`src/rtl/sequencial_message_passer_pkg.sv`:
```
// Shared width helpers and beat-phase encoding for the per-pixel TRW-S
// message-update engine.
package sequencial_message_passer_pkg;

  typedef enum logic {
    PH_BEAT0 = 1'b0,
    PH_BEAT1 = 1'b1
  } phase_e;

  // Sum of one data cost and four messages needs three carry bits on top
  // of the widest operand.
  function automatic int belief_width(input int dw, input int mw);
    return ((dw > mw) ? dw : mw) + 3;
  endfunction

  function automatic int pre_width(input int dw, input int mw);
    return belief_width(dw, mw) + 1;
  endfunction

endpackage

```
`src/rtl/sequencial_message_passer_direction.sv`:
```
// One outgoing direction: gamma=1/2 reweighting, min search and Potts
// min-convolution with normalisation, registered over three stages.
module message_direction_unit #(
  parameter int LABELS        = 16,
  parameter int MESSAGE_WIDTH = 6,
  parameter int BELIEF_WIDTH  = 11,
  parameter int SMOOTH_COST   = 8
) (
  input  logic                                     clk,
  input  logic                                     rst,
  input  logic                                     load_pre,
  input  logic                                     load_min,
  input  logic                                     load_out,
  input  logic [LABELS-1:0][BELIEF_WIDTH-1:0]      belief,
  input  logic [LABELS-1:0][MESSAGE_WIDTH-1:0]     opposite,
  output logic [LABELS-1:0][MESSAGE_WIDTH-1:0]     msg_out
);

  localparam int PW = BELIEF_WIDTH + 1;

  logic [LABELS-1:0][PW-1:0]            pre_q, pre_d;
  logic [PW-1:0]                        min_q, min_d;
  logic [LABELS-1:0][MESSAGE_WIDTH-1:0] out_q, out_d;
  logic [PW-1:0]                        run_min;
  logic [PW-1:0]                        diff;

  // Two's-complement subtraction in PW bits gives the signed pre-message.
  always_comb begin
    pre_d = pre_q;
    if (load_pre) begin
      for (int l = 0; l < LABELS; l++) begin
        pre_d[l] = PW'(belief[l] >> 1) - PW'(opposite[l]);
      end
    end
  end

  always_comb begin
    run_min = pre_q[0];
    for (int l = 1; l < LABELS; l++) begin
      if ($signed(pre_q[l]) < $signed(run_min)) run_min = pre_q[l];
    end
    min_d = load_min ? run_min : min_q;
  end

  // Difference to the minimum is non-negative, so an unsigned clamp suffices.
  always_comb begin
    out_d = out_q;
    diff  = '0;
    if (load_out) begin
      for (int l = 0; l < LABELS; l++) begin
        diff     = pre_q[l] - min_q;
        out_d[l] = (diff > PW'(SMOOTH_COST)) ? MESSAGE_WIDTH'(SMOOTH_COST)
                                             : diff[MESSAGE_WIDTH-1:0];
      end
    end
  end

  always_ff @(posedge clk or posedge rst) begin
    if (rst) begin
      pre_q <= '0;
      min_q <= '0;
      out_q <= '0;
    end else begin
      pre_q <= pre_d;
      min_q <= min_d;
      out_q <= out_d;
    end
  end

  assign msg_out = out_q;

endmodule

```
`src/rtl/sequencial_message_passer.sv`:
```
// Two-beat pixel capture, belief summation and valid pipeline feeding the
// horizontal and vertical direction units.
module sequencial_message_passer
  import sequencial_message_passer_pkg::*;
#(
  parameter int LABELS        = 16,
  parameter int MESSAGE_WIDTH = 6,
  parameter int DATA_WIDTH    = 8,
  parameter int SMOOTH_COST   = 8
) (
  input  logic                              clk,
  input  logic                              rst,
  input  logic [LABELS*MESSAGE_WIDTH-1:0]   horizontal_message_forward,
  input  logic [LABELS*MESSAGE_WIDTH-1:0]   horizontal_message_backward,
  input  logic [LABELS*MESSAGE_WIDTH-1:0]   vertical_message_forward,
  input  logic [LABELS*MESSAGE_WIDTH-1:0]   vertical_message_backward,
  input  logic [LABELS*DATA_WIDTH-1:0]      data,
  input  logic                              push,
  output logic                              valid,
  output logic [LABELS*MESSAGE_WIDTH-1:0]   horizontal_out,
  output logic [LABELS*MESSAGE_WIDTH-1:0]   vertical_out
);

  localparam int BW = belief_width(DATA_WIDTH, MESSAGE_WIDTH);

  phase_e phase_q, phase_d;
  logic   capture_fwd, capture_bwd;

  logic [LABELS-1:0][DATA_WIDTH-1:0]    data_q, data_d;
  logic [LABELS-1:0][MESSAGE_WIDTH-1:0] hf_q, hf_d, vf_q, vf_d;
  logic [LABELS-1:0][MESSAGE_WIDTH-1:0] hb_q, hb_d, vb_q, vb_d;
  logic                                 s1_vld_q, s1_vld_d;
  logic                                 s2_vld_q, s2_vld_d;
  logic                                 s3_vld_q, s3_vld_d;
  logic                                 valid_q, valid_d;
  logic [LABELS-1:0][BW-1:0]            belief;
  logic [LABELS-1:0][MESSAGE_WIDTH-1:0] h_msg, v_msg;

  always_ff @(posedge clk or posedge rst) begin
    if (rst) phase_q <= PH_BEAT0;
    else     phase_q <= phase_d;
  end

  // Beat 1 always follows a push; push is ignored while in beat 1.
  always_comb begin
    phase_d = phase_q;
    case (phase_q)
      PH_BEAT0: if (push) phase_d = PH_BEAT1;
      PH_BEAT1: phase_d = PH_BEAT0;
      default:  phase_d = PH_BEAT0;
    endcase
  end

  always_comb begin
    capture_fwd = (phase_q == PH_BEAT0) && push;
    capture_bwd = (phase_q == PH_BEAT1);
  end

  always_comb begin
    data_d   = capture_fwd ? data                        : data_q;
    hf_d     = capture_fwd ? horizontal_message_forward  : hf_q;
    vf_d     = capture_fwd ? vertical_message_forward    : vf_q;
    hb_d     = capture_bwd ? horizontal_message_backward : hb_q;
    vb_d     = capture_bwd ? vertical_message_backward   : vb_q;
    s1_vld_d = capture_bwd;
    s2_vld_d = s1_vld_q;
    s3_vld_d = s2_vld_q;
    valid_d  = s3_vld_q;
  end

  always_ff @(posedge clk or posedge rst) begin
    if (rst) begin
      data_q   <= '0;
      hf_q     <= '0;
      vf_q     <= '0;
      hb_q     <= '0;
      vb_q     <= '0;
      s1_vld_q <= 1'b0;
      s2_vld_q <= 1'b0;
      s3_vld_q <= 1'b0;
      valid_q  <= 1'b0;
    end else begin
      data_q   <= data_d;
      hf_q     <= hf_d;
      vf_q     <= vf_d;
      hb_q     <= hb_d;
      vb_q     <= vb_d;
      s1_vld_q <= s1_vld_d;
      s2_vld_q <= s2_vld_d;
      s3_vld_q <= s3_vld_d;
      valid_q  <= valid_d;
    end
  end

  always_comb begin
    for (int l = 0; l < LABELS; l++) begin
      belief[l] = BW'(data_q[l]) + BW'(hf_q[l]) + BW'(hb_q[l])
                + BW'(vf_q[l]) + BW'(vb_q[l]);
    end
  end

  message_direction_unit #(
    .LABELS(LABELS), .MESSAGE_WIDTH(MESSAGE_WIDTH),
    .BELIEF_WIDTH(BW), .SMOOTH_COST(SMOOTH_COST)
  ) u_horizontal (
    .clk(clk), .rst(rst),
    .load_pre(s1_vld_q), .load_min(s2_vld_q), .load_out(s3_vld_q),
    .belief(belief), .opposite(hb_q), .msg_out(h_msg)
  );

  message_direction_unit #(
    .LABELS(LABELS), .MESSAGE_WIDTH(MESSAGE_WIDTH),
    .BELIEF_WIDTH(BW), .SMOOTH_COST(SMOOTH_COST)
  ) u_vertical (
    .clk(clk), .rst(rst),
    .load_pre(s1_vld_q), .load_min(s2_vld_q), .load_out(s3_vld_q),
    .belief(belief), .opposite(vb_q), .msg_out(v_msg)
  );

  assign valid          = valid_q;
  assign horizontal_out = h_msg;
  assign vertical_out   = v_msg;

endmodule

```
`config.mk`:
```
export PLATFORM = sky130hd
export DESIGN_NAME = sequencial_message_passer
export DESIGN_NICKNAME = d
export VERILOG_FILES = /design/src/rtl/sequencial_message_passer_pkg.sv /design/src/rtl/sequencial_message_passer_direction.sv /design/src/rtl/sequencial_message_passer.sv
export SDC_FILE = /design/constraint.sdc
export NUM_CORES = 2
export LEC_CHECK = 0
export CAP_MARGIN = 10
export CORE_UTILIZATION = 39
export DETAILED_ROUTE_END_ITERATION = 6
export GPL_TIMING_DRIVEN = 0
export SLEW_MARGIN = 20
export SYNTH_ARGS = -nofsm -noshare
export SYNTH_HDL_FRONTEND = slang
export SYNTH_SLANG_ARGS = --single-unit
```
`constraint.sdc`:
```
create_clock -name clk -period 56.3 [get_ports clk]
set_input_delay 11.26 -clock clk [delete_from_list [all_inputs] [get_ports clk]]
set_output_delay 11.26 -clock clk [all_outputs]
set_load 0.005 [all_outputs]
```
==> results.ini <==
[grt]
grt_pass1_vias = 68971
grt_max_degree = 101
track_usage_pct = 30.1
grt_pass1_wl_um = 471000
antenna_found_initial = 32
grt.overflow.total = 0

[cts]
holdBufCountCts = 0
clock-sinks = 1083
tritoncts = done
clock_latency_ns = 0.85
post_cts_buffers = 0
clk_pin_slew_ns = 0.06
post_cts_resized = 0
cts_buffer_depth = 3
cts-root-buf = clkbuf_16
htree_levels = 4
numCtsBuffers = 137

[sta]
fin_crit_sh_pct = 71.6
slew_viol_final = 0
setup_viol = 0
worst-slew-pin-transition_ns = 1.26
hold_ws_ns = 0.453
hold_viol_final = 0
fmax_mhz = 24.8
fin_ws_ns = 16.01
tns_ns = 0
layout_min_cycle_time_ns = 40.29
rsz0062_at_grt = false
max-slew-margin-rel_pct = 15.9
skew_ns = 0.0439

[floorplan]
dieArea_mm2 = 0.215
rows = 168
die_x_um = 463
boundaryPins = 708
die_h_um = 463
design.core.area_mm2 = 0.210
initial_utilization_pct = 39.4

[layout]
nFillCells = 19531
finalNetCount = 11110
drive_gt1_share_pct = 10.0
area_growth_pct = 20.8
fin_cells = 12175

[placed_design]
dp_slack_ns = 16.73
port_buffers = 707
placedCellCount = 11905
hpwl_um = 271000
routabilityCongestion = 0.958

[logic_synthesis]
syn-num-nets = 10198
ys_ff_latch = 1083
avgSynthCellArea_um2 = 9.96
synthAdderAreaFrac_pct = 23.5
synthCells = 8327
seq_area_frac_synth_pct = 32.7
ys_warn_count = 0
synth.area.mux_share_pct = 7.43
synth_compound_area_share_pct = 16.4
synthArstFlopShare_pct = 100
yosys.area_share.simple_pct = 9.90
synthesis.area_mm2 = 0.0830
synthXorXnorAreaFrac_pct = 5.52
yosysUniqueCellTypes = 94
synth_top_flop_cell = dfrtp_1
synth_edf_count = 0
synth_top_family_by_area = adder cells

[worst_setup_path]
worstPathArrival_ns = 40.95
slowest_stage = o21ai_0
slowest_delay_ns = 0.91
worst_setup_path_end_kind = register
cp.required_ns = 56.96
path_class = register to register
reg2reg_setup_slack_ns = 16.01
critPathMaxFanout = 10
path_common_cell = a21oi_1
worstSetupStartpointType = register

[job]
drv_cap = 0

[route]
firstDrtPassIters = 6
drcViolationCount = 0
wirelength_um = 327000
drt_iter0_markers = 4870
avgViaCountPerCell = 5.54
antenna_left = 0
wl_per_cell_um = 26.8
via_count = 67487

[hold_path]
hold_class = register to register

[run_status]
status = finished clean

-- through the flow --
stage,instance area (um^2),util [%]
finish,100000,47.6
global route,100000,47.6
CTS,100000,47.6
detailed placement,95300,45.3
global placement,93600,44.5
floorplan,83000,-
-- final cells by class --
type / count / area, um^2 / area share (%)
multi-input cells: 6231 / 52000 / 51.9
flip-flops and latches: 1083 / 27100 / 27.1
repair buffers: 773 / 8740 / 8.72
clock buffers: 188 / 3980 / 3.98
well taps: 2805 / 3510 / 3.50
inverters: 780 / 2940 / 2.93
plain buffers: 233 / 970 / 0.968
clock inverters: 63 / 870 / 0.868
diodes: 19 / 47.5 / 0.0474
-- worst max-delay path: cells and delay by family (launching register included) --
family	cells	cell delay, ns
DFF	1	0.38
xor gates and xnor gates	2	0.44
and+or+nand+nor	49	7.33
buffers and inverters	23	7.53
adders and majority gates	15	4.67
AOI/OAI and AO/OA	74	17.42
muxes	6	2.25
-- metal layers --
| metal | global-route usage (%) | share of wire (%) | vias up |
|---|---|---|---|
| li1 | - | - | 31184 |
| met1 | 38.9 | 43 | 33663 |
| met2 | 48.3 | 46 | 2092 |
| met3 | 6.48 | 7.0 | 534 |
| met4 | 13.2 | 4.8 | 14 |
| met5 | 0 | 0.025 | - |
-- Yosys cell counts, drive strengths merged (34+ instances only) --
master	instances	area [um^2]
a211oi	41	320
a21o	439	3300
a21oi	550	2770
and2	53	332
buf	34	164
clkbuf	199	747
dfrtp	1083	27100
fa	336	6730
ha	1020	12800
inv	780	2930
mux2	485	5460
mux2i	70	701
nand2	423	1590
nand2b	133	832
nand3	115	576
nand4	67	419
nor2	431	1630
nor2b	219	1370
nor3	74	370
o211ai	46	345
o21a	43	323
o21ai	494	2490
o21bai	88	664
o22ai	167	1040
xnor2	289	2540
xor2	233	2040
-- state kept, by name (all words and copies together) (netlist names) --
register / flops
s2_vld_q: 1
vf_q: 96
hf_q: 96
s1_vld_q: 1
data_q: 128
valid: 1
capture_bwd: 1
u_horizontal.pre_q: 176
u_vertical.pre_q: 176
u_horizontal.msg_out: 96
u_horizontal.min_q: 11
hb_q: 96
u_vertical.min_q: 11
vb_q: 96
u_vertical.msg_out: 96
s3_vld_q: 1
-- final timing paths --
check / startpoint / end / depth (start not counted)
worst min register to register: s3_vld_q / valid / 0
max in group asynchronous: rst / hf_q[45] / 7
worst max register to register: u_vertical.pre_q[10] / u_vertical.min_q[7] / 169
worst max-delay path: u_vertical.pre_q[10] / u_vertical.min_q[7] / 169
worst min-delay path: s3_vld_q / valid / 0
min in group asynchronous: rst / data_q[120] / 2
-- kinds of logic (layout without fill, tap and decap cells) --
family / count (synthesis) / after routing
AOI/OAI and AO/OA: 2132 / 2132
and+or+nand+nor: 1666 / 1666
adders and majority gates: 1356 / 1356
DFF: 1083 / 1083
buffers and inverters: 1013 / 2037
muxes: 555 / 555
xor gates and xnor gates: 522 / 522
other: 0 / 19
-- placed cells by master (no fill, tap or decap), types with 26 or more instances in the layout --
| cell | Yosys | layout |
|---|---|---|
| buf_16 | 0 | 47 |
| a21oi_1 | 546 | 546 |
| dfrtp_1 | 1083 | 1079 |
| clkbuf_2 | 0 | 43 |
| inv_1 | 779 | 758 |
| mux2i_1 | 70 | 70 |
| nand4_1 | 67 | 67 |
| and2_1 | 53 | 53 |
| a211o_1 | 26 | 26 |
| xnor2_1 | 288 | 288 |
| xor2_1 | 233 | 232 |
| clkbuf_16 | 0 | 140 |
| nand3_1 | 115 | 115 |
| clkdlybuf4s50_1 | 0 | 707 |
| mux2_2 | 485 | 485 |
| a211oi_1 | 40 | 40 |
| o21ai_0 | 481 | 480 |
| nor2_1 | 430 | 430 |
| o22ai_1 | 167 | 167 |
| clkbuf_1 | 199 | 174 |
| a21o_1 | 439 | 439 |
| o21bai_1 | 87 | 87 |
| o221ai_1 | 26 | 26 |
| o21a_1 | 43 | 43 |
| nand2_1 | 423 | 423 |
| nor2b_1 | 219 | 219 |
| clkbuf_8 | 0 | 30 |
| nor3_1 | 74 | 73 |
| nand2b_1 | 133 | 133 |
| fa_1 | 336 | 336 |
| ha_1 | 1020 | 1020 |
| o211ai_1 | 46 | 46 |
Power is not shown: default switching activity piles up to over one toggle a cycle in this logic, so the estimate is an artifact.
